## src/rtl/zx_ps2_keyboard.sv

```systemverilog
// zx_ps2_keyboard
// PS/2 set-2 keyboard receiver and decoder that holds a ZX80/ZX81 8x5 key
// matrix for the ULA to read during port-FE input cycles.
// Ports:
//   clk_sys, reset_n          system clock, async active-low reset
//   ps2_kbd_clk, ps2_kbd_data PS/2 lines (asynchronous, clock idles high)
//   addr[7:0]                 Z80 A[15:8]; a 0 bit selects that half-row
//   key_data[4:0]             active-low columns of the selected rows
//   reset_req                 high while F12 is held
//   rx_byte, rx_strobe        last good byte and its one-cycle update pulse
//   frame_err                 one-cycle pulse on parity/stop/timeout error
module zx_ps2_keyboard #(
  parameter int FILT    = 4,
  parameter int TIMEOUT = 8192
) (
  input  logic       clk_sys,
  input  logic       reset_n,
  input  logic       ps2_kbd_clk,
  input  logic       ps2_kbd_data,
  input  logic [7:0] addr,
  output logic [4:0] key_data,
  output logic       reset_req,
  output logic [7:0] rx_byte,
  output logic       rx_strobe,
  output logic       frame_err
);
  localparam int FCW = $clog2(FILT + 1);

  typedef enum logic [1:0] {RX_IDLE, RX_DATA, RX_PARITY, RX_STOP} rx_state_t;

  // ---- input conditioning ----
  logic [1:0]     clk_s, dat_s;
  logic           clk_f, clk_fd;
  logic [FCW-1:0] filt_cnt;
  logic           samp, dat;

  always_ff @(posedge clk_sys or negedge reset_n)
    if (!reset_n) begin
      clk_s    <= 2'b11;
      dat_s    <= 2'b11;
      clk_f    <= 1'b1;
      clk_fd   <= 1'b1;
      filt_cnt <= '0;
    end else begin
      clk_s  <= {clk_s[0], ps2_kbd_clk};
      dat_s  <= {dat_s[0], ps2_kbd_data};
      clk_fd <= clk_f;
      if (clk_s[1] != clk_f) begin
        if (filt_cnt == FCW'(FILT - 1)) begin
          clk_f    <= clk_s[1];
          filt_cnt <= '0;
        end else filt_cnt <= filt_cnt + 1'b1;
      end else filt_cnt <= '0;
    end

  assign samp = clk_fd & ~clk_f;
  assign dat  = dat_s[1];

  // ---- receiver FSM ----
  rx_state_t   state, state_n;
  logic [2:0]  bit_cnt;
  logic [7:0]  shreg;
  logic        par;
  logic [15:0] to_cnt;
  logic        good, bad;

  always_comb begin
    state_n = state;
    good    = 1'b0;
    bad     = 1'b0;
    if (state != RX_IDLE && !samp && to_cnt == 16'(TIMEOUT - 1)) begin
      state_n = RX_IDLE;
      bad     = 1'b1;
    end else if (samp) begin
      case (state)
        RX_IDLE:   if (!dat) state_n = RX_DATA;
        RX_DATA:   if (bit_cnt == 3'd7) state_n = RX_PARITY;
        RX_PARITY: state_n = RX_STOP;
        RX_STOP: begin
          state_n = RX_IDLE;
          // odd parity: data ones plus parity bit must be odd
          if ((^shreg ^ par) && dat) good = 1'b1;
          else                       bad  = 1'b1;
        end
        default:   state_n = RX_IDLE;
      endcase
    end
  end

  always_ff @(posedge clk_sys or negedge reset_n)
    if (!reset_n) begin
      state     <= RX_IDLE;
      bit_cnt   <= '0;
      shreg     <= '0;
      par       <= 1'b0;
      to_cnt    <= '0;
      rx_byte   <= '0;
      rx_strobe <= 1'b0;
      frame_err <= 1'b0;
    end else begin
      state     <= state_n;
      rx_strobe <= good;
      frame_err <= bad;
      if (good) rx_byte <= shreg;
      to_cnt <= (state == RX_IDLE || samp) ? 16'd0 : to_cnt + 16'd1;
      if (samp) begin
        case (state)
          RX_IDLE:   bit_cnt <= '0;
          RX_DATA: begin
            shreg   <= {dat, shreg[7:1]};
            bit_cnt <= bit_cnt + 3'd1;
          end
          RX_PARITY: par <= dat;
          default: ;
        endcase
      end
    end

  // ---- scan-code decoder ----
  // {hit, row, col} for plain (non-extended) single-key codes; SHIFT handled apart
  function automatic logic [6:0] key_map(input logic [7:0] c);
    case (c)
      8'h1A: return {1'b1, 3'd0, 3'd1};  8'h22: return {1'b1, 3'd0, 3'd2};
      8'h21: return {1'b1, 3'd0, 3'd3};  8'h2A: return {1'b1, 3'd0, 3'd4};
      8'h1C: return {1'b1, 3'd1, 3'd0};  8'h1B: return {1'b1, 3'd1, 3'd1};
      8'h23: return {1'b1, 3'd1, 3'd2};  8'h2B: return {1'b1, 3'd1, 3'd3};
      8'h34: return {1'b1, 3'd1, 3'd4};
      8'h15: return {1'b1, 3'd2, 3'd0};  8'h1D: return {1'b1, 3'd2, 3'd1};
      8'h24: return {1'b1, 3'd2, 3'd2};  8'h2D: return {1'b1, 3'd2, 3'd3};
      8'h2C: return {1'b1, 3'd2, 3'd4};
      8'h16: return {1'b1, 3'd3, 3'd0};  8'h1E: return {1'b1, 3'd3, 3'd1};
      8'h26: return {1'b1, 3'd3, 3'd2};  8'h25: return {1'b1, 3'd3, 3'd3};
      8'h2E: return {1'b1, 3'd3, 3'd4};
      8'h45: return {1'b1, 3'd4, 3'd0};  8'h46: return {1'b1, 3'd4, 3'd1};
      8'h3E: return {1'b1, 3'd4, 3'd2};  8'h3D: return {1'b1, 3'd4, 3'd3};
      8'h36: return {1'b1, 3'd4, 3'd4};
      8'h4D: return {1'b1, 3'd5, 3'd0};  8'h44: return {1'b1, 3'd5, 3'd1};
      8'h43: return {1'b1, 3'd5, 3'd2};  8'h3C: return {1'b1, 3'd5, 3'd3};
      8'h35: return {1'b1, 3'd5, 3'd4};
      8'h5A: return {1'b1, 3'd6, 3'd0};  8'h4B: return {1'b1, 3'd6, 3'd1};
      8'h42: return {1'b1, 3'd6, 3'd2};  8'h3B: return {1'b1, 3'd6, 3'd3};
      8'h33: return {1'b1, 3'd6, 3'd4};
      8'h29: return {1'b1, 3'd7, 3'd0};  8'h49: return {1'b1, 3'd7, 3'd1};
      8'h3A: return {1'b1, 3'd7, 3'd2};  8'h31: return {1'b1, 3'd7, 3'd3};
      8'h32: return {1'b1, 3'd7, 3'd4};
      default: return 7'd0;
    endcase
  endfunction

  logic [7:0][4:0] keys;    // direct key bits; keys[0][0] unused (SHIFT below)
  logic            lshift, rshift, f12, ext, rel;
  logic [4:0]      comp;    // BKSP, LEFT, DOWN, UP, RIGHT
  logic [6:0]      km;

  assign km = key_map(rx_byte);

  always_ff @(posedge clk_sys or negedge reset_n)
    if (!reset_n) begin
      keys <= '0; comp <= '0;
      lshift <= 1'b0; rshift <= 1'b0; f12 <= 1'b0;
      ext <= 1'b0; rel <= 1'b0;
    end else if (rx_strobe) begin
      case (rx_byte)
        8'hE0: ext <= 1'b1;
        8'hF0: rel <= 1'b1;
        8'hAA, 8'hFF: begin
          keys <= '0; comp <= '0;
          lshift <= 1'b0; rshift <= 1'b0; f12 <= 1'b0;
          ext <= 1'b0; rel <= 1'b0;
        end
        default: begin
          ext <= 1'b0;
          rel <= 1'b0;
          if (!ext) begin
            case (rx_byte)
              8'h12:   lshift  <= ~rel;
              8'h59:   rshift  <= ~rel;
              8'h07:   f12     <= ~rel;
              8'h66:   comp[0] <= ~rel;
              default: if (km[6]) keys[km[5:3]][km[2:0]] <= ~rel;
            endcase
          end else begin
            case (rx_byte)
              8'h6B:   comp[1] <= ~rel;
              8'h72:   comp[2] <= ~rel;
              8'h75:   comp[3] <= ~rel;
              8'h74:   comp[4] <= ~rel;
              default: ;
            endcase
          end
        end
      endcase
    end

  assign reset_req = f12;

  // ---- read path ----
  logic [7:0][4:0] eff;
  logic [4:0]      acc;

  always_comb begin
    eff        = keys;
    eff[0][0]  = lshift | rshift | (|comp);
    eff[4][0]  = keys[4][0] | comp[0];   // 0 <- BKSP
    eff[3][4]  = keys[3][4] | comp[1];   // 5 <- LEFT
    eff[4][4]  = keys[4][4] | comp[2];   // 6 <- DOWN
    eff[4][3]  = keys[4][3] | comp[3];   // 7 <- UP
    eff[4][2]  = keys[4][2] | comp[4];   // 8 <- RIGHT
    acc = '0;
    for (int r = 0; r < 8; r++)
      if (!addr[r]) acc = acc | eff[r];
    key_data = ~acc;
  end
endmodule

```

## config.mk

```make
export PLATFORM = sky130hd
export DESIGN_NAME = zx_ps2_keyboard
export DESIGN_NICKNAME = d
export VERILOG_FILES = /design/src/rtl/zx_ps2_keyboard.sv
export SDC_FILE = /design/constraint.sdc
export NUM_CORES = 1
export LEC_CHECK = 0
export BUFFER_PORTS_ARGS = -buffer_cell sky130_fd_sc_hd__buf_2
export CORE_ASPECT_RATIO = 0.7
export CORE_MARGIN = 3
export CORE_UTILIZATION = 43
export DETAILED_ROUTE_END_ITERATION = 12
export PLACE_DENSITY = 0.6
export SLEW_MARGIN = 40
export SYNTH_ARGS = -nofsm -noshare
export SYNTH_HDL_FRONTEND = slang
export SYNTH_SLANG_ARGS = --single-unit
```

## constraint.sdc

```tcl
create_clock -name clk_sys -period 3.5 [get_ports clk_sys]
set_input_delay 0.35 -clock clk_sys [delete_from_list [all_inputs] [get_ports clk_sys]]
set_output_delay 0.35 -clock clk_sys [all_outputs]
set_load 0.005 [all_outputs]
```

[Word level (Yosys, flattened, before mapping)]
Memories as Yosys holds them, arrays and structs flattened.
Cells that the tools add are included.
Widths: inputs -> output; s select.
Word-level totals
  bits in registers: 99
  ROM bits: 896
  bits of input ports: 12
  output and inout port bits: 16
  logic and storage cells: 180
  memories kept: 1
Operators by class
  add/sub/neg operators: 3
  $lt $le $gt $ge: 4
  equality and inequality tests: 23
  muxes and demuxes: 54
  bitwise logic cells: 22
  reductions and logical operators: 42
Memory list
  (no name shown): words 128, bits a word 7, rd ports 1, clocked after Yosys merged registers in 0, wr ports 0, RTL line 122  | case (c)
Operator list (count)
  $mux 40: 3
  $pmux 40 s2: 1
  $eq 8x7->1 const B: 6
  $mux 5: 9
  $bwmux 40: 1
  $or 5x5->5: 7
  $eq 8x8->1 const B: 4
  $reduce_and 4->1: 8
  $reduce_bool 2->1: 13
  $mux 1: 21
  $add 16x1->16 const B: 1
  $eq 16x13->1 const B: 1
  $mux 16: 1
  $demux 5 s3: 1
  $reduce_and 2->1: 6
  $pmux 1 s2: 5
  $pmux 5 s2: 1
  $eq 8x3->1 const B: 1
  $eq 8x5->1 const B: 1
  $lt 3x4->1 const B: 2
  $mux 2: 4
  $pmux 2 s4: 1
  $reduce_xor 8->1: 1
  $mux 7: 1
  27 further kinds: 48

[Logic depth before layout (Yosys ltp)]
Gate-level depths: netlist of run 1.
  depth after elaboration: 18
  depth in mapped cells: 12
  mapped depth without buffers: 9

[Worst setup path after synthesis of run 1]
OpenSTA, ideal clock, no wires.
  kind: flip-flop to flip-flop
  from: reg rx_byte[1]
  to: reg keys, in the netlist eff[35]
  library setup time: 0.082 ns
  data arrival time: 2.635 ns
  data required time: 3.418 ns
  path slack: 0.782 ns
  cell stages (with the launch flop): 11
  path buffers: 2
  clock period less this slack: 2.718 ns
  cell sequence: dfrtp_1 -> inv_1 -> ha_1 -> clkbuf_1 -> mux2_2 -> o211ai_1 -> a2111oi_4 -> or2_4 -> or4_1 -> buf_2 -> o22ai_1
Between the ends
  cells in the longest elaborated chain, start to end: 13
  elaborated cells on any way between the ends: 33
  those cells by class: order compare (4); eq/ne (10); mux (10); bitwise (1); reduce/logical (7); memory (1)
RTL lines
  start, declared: RTL line 23  | output logic [7:0] rx_byte,
  start signal, assigned: RTL line 104  | if (good) rx_byte <= shreg;
  $mem_v2 128x7
  $mux 7: RTL line 122
  $lt 3x4->1 (implied by the code) or $ge 3x1->1 (tied branches): RTL line 180  | default: if (km[6]) keys[km[5:3]][km[2:0]] <= ~rel;
  $logic_and 1x1->1 (implied by the code): RTL line 180
  $mux 1 (implied by the code): RTL line 180
  $demux 1 s3: RTL line 180
  $mux 5 (implied by the code): RTL line 180
  $demux 5 s3: RTL line 180
  $bwmux 40: RTL line 180
  $mux 40: RTL line 180
  $mux 40: RTL line 175  | case (rx_byte)
  $mux 40: RTL line 174  | if (!ext) begin
  $pmux 40 s2: RTL line 163  | case (rx_byte)
  end signal, assigned by index: RTL line 180
  end, declared: RTL line 150  | logic [7:0][4:0] keys;
Several ways; a longest one is shown, not always the timed one. The select of a mux whose other input is x is not followed.
A chain may end at the register's enable or synchronous reset.

[Worst setup path after layout of run 1]
  from: reg rx_byte[1]
  to: reg keys, in the netlist eff[16]
Same word-level chain as after synthesis.

==> flow_summary.json, run 1 <==
{
  "status": "finished clean",
  "critPathMaxFanout": 13,
  "maxSlewViolCount": 0,
  "die_h_um": 104,
  "synth_cell_types": 80,
  "sequentialPowerShare_pct": 42.4,
  "yosysSeqAreaShare_pct": 41.8,
  "cts-root-buf": "clkbuf_16",
  "hpwlAfterDp_um": 11000,
  "vias_per_cell": 6.05,
  "crit_top_cell": "o211ai_1",
  "antenna_found_initial": 0,
  "swShare_pct": 34.0,
  "final-seq-area_um2": 2460,
  "dieArea_um2": 15100,
  "slowest_delay_ns": 0.64,
  "synth_top_area_share_pct": 39.1,
  "critical-path-top-delay-family": "compound AO/OA/AOI/OAI gates",
  "final_layout_size_suffix_gt1_share_pct": 19.1,
  "grt_pass1_wl_um": 25100,
  "final_cells": 812,
  "netlist_area_um2": 5880,
  "clock_latency_ns": 0.35,
  "finalHoldViolCount": 0,
  "cts_tree": "built",
  "drtPass1Iterations": 5,
  "ys_ff_latch": 98,
  "drt_iter0_markers": 506,
  "cp.arrival_ns": 3.46,
  "cap_violations": 0,
  "cts_max_level": 3,
  "final_cell_mix": "dfrtp_1, nand2_1, o211ai_1",
  "crit_type": "reg -> reg",
  "diodes": 0,
  "post_cts_buffers": 0,
  "synth_top_cell_by_area": "dfrtp_1",
  "ir_worst_vdd_v": 0.000250,
  "ys_async_sr_fraction_pct": 100,
  "track_usage_pct": 20.4,
  "fillers": 1208,
  "multi_input_area_um2": 3130,
  "vias": 4912,
  "hold_buffers": 0,
  "finalSetupViolCount": 0,
  "cts.repair.resized": 0,
  "core-area_um2": 13300,
  "dp.cells": 796,
  "required_ns": 3.70,
  "clock.fmax_ghz": 0.307,
  "setup-tns-final_ns": 0,
  "nets": 648,
  "clk_pin_slew_ns": 0.07,
  "worst_slew_pin_slew_ns": 0.740,
  "initial_core_util_pct": 44.3,
  "ant_nets": 0,
  "power_mw": 3.27,
  "finalClockSkew_ns": 0.00811,
  "synth_warnings": 0,
  "finalCriticalPeriod_ns": 3.26,
  "die_w_um": 146,
  "place.gp.congestion": 0.856,
  "synth.avg_cell_area_um2": 9.74,
  "p_leak_nw": 2.62,
  "cp-start-kind": "flop",
  "rows": 35,
  "clock_sinks": 98,
  "synth.net_count": 630,
  "io_buffer_count": 27,
  "relSlewSlack_pct": 50.6,
  "grt_pass1_vias": 4633,
  "final_common_cell": "dfrtp_1",
  "cp_slowest_cell": "dfrtp_1",
  "p_sw_mw": 1.11,
  "synth_area_leaders": "dfrtp_1, o211ai_1, o21ai_0",
  "pwr-share-comb_pct": 25.5,
  "power_density_nw_per_um2": 502,
  "wl_um": 15400,
  "hp-class": "in -> async",
  "rsz0062_at_grt": "no",
  "endpoint_kind": "flop",
  "clock_power_share_pct": 32.1,
  "grt_max_degree": 57,
  "drcViolationCount": 0,
  "cts_buffer_depth": 2,
  "synth-edff-count": 0,
  "overflow": 0,
  "min_period_over_period_pct": 93.1,
  "crit_path_cell_trace": "inv_1 > ha_1 > and2_1 > o32ai_1 > o21ai_0 > a21oi_2 > nand2_1 > o211ai_1 > o211ai_1",
  "cts_made_buffers": 9,
  "internal_power_mw": 2.15,
  "synthCells": 604,
  "io_pins": 28,
  "synth_ff_type": "dfrtp_1",
  "path_buf_inv": 1,
  "area_growth_pct": 10.6,
  "wl_per_cell_um": 19.0
}
==> cells by family (layout without fill, tap and decap cells) <==
logic type | after synthesis | count (layout) | synth area share [%]
AOI/OAI and AO/OA | 197 | 197 | 25.2
and+or+nand+nor | 192 | 192 | 17.7
DFF | 98 | 98 | 41.8
buffers and inverters | 60 | 83 | 5.08
muxes | 22 | 22 | 4.15
xor gates and xnor gates | 21 | 21 | 3.13
adders and majority gates | 14 | 14 | 2.98
==> cells in the mapped netlist (all sizes together) (7+ instances only) <==
| cell type | instances |
|---|---|
| nand2b | 10 |
| nor2b | 14 |
| and3 | 7 |
| nand3 | 14 |
| o211ai | 48 |
| clkbuf | 16 |
| buf | 23 |
| xnor2 | 10 |
| xor2 | 11 |
| inv | 21 |
| mux2 | 19 |
| ha | 14 |
| a21oi | 15 |
| nand2 | 63 |
| o21ai | 51 |
| a41oi | 15 |
| nand4 | 9 |
| dfrtp | 92 |
| nor2 | 36 |
| nor3 | 11 |
| a31oi | 7 |
==> cell type report <==
cell class              count  area share [%]
repair buffers             46            4.50
clock inverters             7            1.35
clock buffers               9            3.46
well taps                 185            3.56
multi-input cells         446            48.1
flip-flops and latches     98            37.8
inverters                  21            1.21
==> stage by stage <==
stage	setup WS (ns)	hold WS, ns	cell area (um^2)	utilization (%)
final	0.241	0.0507	6510	49.1
after floorplan	0.782	0.0544	5880	-
after CTS	0.316	0.0869	6510	49.1
after global routing	0.0436	0.0844	6510	49.1
after global placement	0.500	0.345	6200	46.7
after detailed placement	0.336	0.347	6200	46.7
==> path summary, 6_finish.rpt <==
check	slack [ns]	startpoint	depth (start not counted)	end
worst max-delay path	0.24	rx_byte[1]	9	eff[16]
worst min-delay path	0.05	reset_n	1	eff[27]
worst max register to register	0.24	rx_byte[1]	9	eff[16]
worst min register to register	0.36	dat_s[0]	0	dat_s[1]
max in group asynchronous	2.68	reset_n	2	dat_s[1]
min in group clk_sys	0.09	ps2_kbd_clk	1	clk_s[0]
==> worst register-to-register path: cells and delay by family (launching register included) <==
family | cells | cell delay [ns]
flip-flops | 1 | 0.64
adder cells (fa/ha/maj) | 1 | 0.35
AO/OA/AOI/OAI | 5 | 1.47
AND/OR/NAND/NOR | 2 | 0.51
buffers and inverters | 1 | 0.16
==> power by group through the flow <==
stage / logic, mW / clock network (mW) / registers, mW
3_3_place_gp: 0.809 / 0 / 1.40
4_1_cts: 0.832 / 1.07 / 1.39
6_report: 0.832 / 1.05 / 1.39
3_5_place_dp: 0.829 / 0 / 1.41
2_1_floorplan: 0.672 / 0 / 1.34
5_1_grt: 0.906 / 1.12 / 1.41
==> sequential cells by signal, summed over array words and instances, names as in the netlist, 3 cells and up <==
signal    count
filt_cnt      3
to_cnt       16
rx_byte       8
eff          34
keys          5
bit_cnt       3
shreg         8
comp          5
==> per-layer routing <==
| layer | vias to the layer above | routed length, um | track usage (%) |
|---|---|---|---|
| li1 | 2288 | - | - |
| met1 | 2425 | 7420 | 30.8 |
| met2 | 174 | 6710 | 30.2 |
| met3 | 25 | 1100 | 4.40 |
| met4 | 0 | 194 | 4.13 |
| met5 | - | 0 | 0 |
Note: power is estimated with default switching activity, not from simulation.
==> inputs of run 2 (changes only) <==
ABC_AREA = 1   (was not set)
MAX_ROUTING_LAYER = met4   (was not set)
==> run 2 against run 1 <==
Worst setup slack improved by 0.39 ns. Maximum frequency rose by 14%. Largest cell class unchanged. Die area fell by 0.28%. Flip-flop and latch count did not move. Combinational power rose by 61%. Count of clock-buffer cells in the layout rose by 4. Power rose by 17%. Largest power group unchanged.
==> flow_summary.json, run 2 <==
{
  "synthCells": 862,
  "cts_tree": "built",
  "ys_async_sr_fraction_pct": 100,
  "final_layout_size_suffix_gt1_share_pct": 7.86,
  "clock_latency_ns": 0.35,
  "clock.fmax_ghz": 0.349,
  "ant_nets": 0,
  "holdPathStages": 1,
  "largest_register_ffs": 34,
  "core-area_um2": 13300,
  "post_cts_buffers": 0,
  "finalClockSkew_ns": 0.0141,
  "grt_max_degree": 47,
  "final_cell_mix": "nand2_1, inv_1, dfrtp_1",
  "crit_type": "reg -> reg",
  "p_leak_nw": 3.69,
  "synth_top_cell_by_area": "dfrtp_1",
  "io_pins": 28,
  "wl_per_cell_um": 13.5,
  "die_h_um": 104,
  "finalHoldViolCount": 0,
  "drt_iter0_markers": 542,
  "synth.avg_cell_area_um2": 6.81,
  "finish.utilization_pct": 48.8,
  "drcViolationCount": 0,
  "worst_slew_pin_slew_ns": 0.731,
  "startpoint": "rx_byte[0]",
  "status": "finished clean",
  "dieArea_um2": 15100,
  "cts_made_buffers": 9,
  "cts_buffer_depth": 2,
  "drtPass1Iterations": 5,
  "setup-tns-final_ns": 0,
  "worstHoldStart": "ps2_kbd_data",
  "rr_worst_depth": 15,
  "ys_ff_latch": 98,
  "synth_ff_type": "dfrtp_1",
  "ys_top_cells_by_count": "nand2_1, inv_1, dfrtp_1",
  "io_buffer_count": 27,
  "vias": 5325,
  "required_ns": 3.74,
  "die_w_um": 146,
  "synth_top_area_share_pct": 39.2,
  "final_common_cell": "nand2_1",
  "vias_per_cell": 4.95,
  "clock_sinks": 98,
  "grt_pass1_wl_um": 25100,
  "diodes": 0,
  "yosysSeqAreaShare_pct": 41.9,
  "synth-edff-count": 0,
  "place.gp.congestion": 0.885,
  "clk_pin_slew_ns": 0.07,
  "final-seq-area_um2": 2460,
  "synth_area_leaders": "dfrtp_1, nand2_1, inv_1",
  "r2r_start": "rx_byte[0]",
  "initial_core_util_pct": 44.2,
  "synth_cell_types": 36,
  "cp.arrival_ns": 3.11,
  "ff2ff_setup_slack_ns": 0.63,
  "overflow": 0,
  "ir_worst_vdd_v": 0.000257,
  "grt_pass1_vias": 4963,
  "hp-class": "in -> reg",
  "synth_warnings": 0,
  "cap_violations": 0,
  "critPathMaxFanout": 11,
  "endpoint_kind": "flop",
  "reg2reg_to": "eff[8]",
  "finalCriticalPeriod_ns": 2.87,
  "fillers": 1328,
  "area_growth_pct": 10.4,
  "min_period_over_period_pct": 81.9,
  "cp-start-kind": "flop",
  "rsz0062_at_grt": "no",
  "rows": 35,
  "netlist_area_um2": 5870,
  "yosysMostFrequentCell": "nand2_1",
  "hpwlAfterDp_um": 10300,
  "multi_input_area_um2": 2870,
  "synth.net_count": 888,
  "antenna_found_initial": 0,
  "maxSlewViolCount": 0,
  "nets": 912,
  "cts-root-buf": "clkbuf_16",
  "min_to": "dat_s[0]",
  "wl_um": 14500,
  "relSlewSlack_pct": 51.3,
  "track_usage_pct": 20.6,
  "finalSetupViolCount": 0,
  "cts_max_level": 3,
  "power_density_nw_per_um2": 587
}
run 2: routing by layer:
metal	share of wire (%)	track usage, %	wire, um
met2	39	26.9	5630
met1	54	33.3	7880
met3	6.0	3.19	874
met4	0.90	4.27	131
met5	0	-	0
run 2: timing repair:
action | CTS | global route
hold endpoints to repair | 22 | 0
setup endpoints to repair | 0 | 0
resized for setup | 0 | 0
hold buffers | 1 | 0
run 2: worst max path at each step:
stage	cells past startpoint	slack (ns)	end
floorplan	13	1.39	eff[10]
global placement	15	0.75	eff[7]
detailed placement	15	0.76	eff[9]
CTS	15	0.75	eff[8]
global route	15	0.40	eff[9]
finish	15	0.63	eff[8]
run 2: final cells by class:
cell class	instances	area share, %
clock inverter	3	0.386
inverter	112	6.49
sequential	98	38.0
timing repair buffer	36	3.21
clock buffer	13	4.02
multi-input combinational	629	44.4
tap	185	3.57
run 2: cell families (layout without fill, tap and decap cells):
logic type | count (synthesis) | in the layout | synth area share (%)
simple gates | 526 | 526 | 36.6
buf+inv | 135 | 164 | 9.30
flops | 98 | 98 | 41.9
compound gates | 78 | 78 | 7.53
fa+ha+maj | 14 | 14 | 2.99
xor+xnor | 10 | 10 | 1.49
mux | 1 | 1 | 0.192
run 2: metrics by stage:
step | instance area, um^2 | hold WS, ns | setup slack [ns] | power, mW | cells
4_1_cts | 6480 | 0.0861 | 0.745 | 3.81 | 1076
2_1_floorplan | 5870 | 0.0544 | 1.39 | 2.47 | 862
5_1_grt | 6480 | 0.0901 | 0.402 | 4.12 | 1076
3_5_place_dp | 6180 | 0.307 | 0.765 | 2.85 | 1059
3_3_place_gp | 6180 | 0.306 | 0.755 | 2.86 | 1059
6_report | 6480 | 0.102 | 0.633 | 3.81 | 1076
run 2: where the power goes:
part	switching, mW	leakage, nW	total [mW]	internal (mW)
Clock	0.432	0.136	0.957	0.525
Combinational	0.917	2.23	1.34	0.424
Sequential	0.214	1.32	1.51	1.29
Total	1.56	3.69	3.81	2.24
run 2: critical path: stages (launching register included):
cell     delay (ns)
dfrtp_1        0.50
inv_1          0.17
ha_1           0.31
nand2_1        0.11
nor2_1         0.20
nor2_1         0.07
a21oi_1        0.14
nand3_1        0.09
nand2_1        0.16
inv_1          0.10
nor2_1         0.48
nand2_1        0.16
nand2_1        0.10
nand2_1        0.05
nand2_1        0.07
nand2_1        0.04
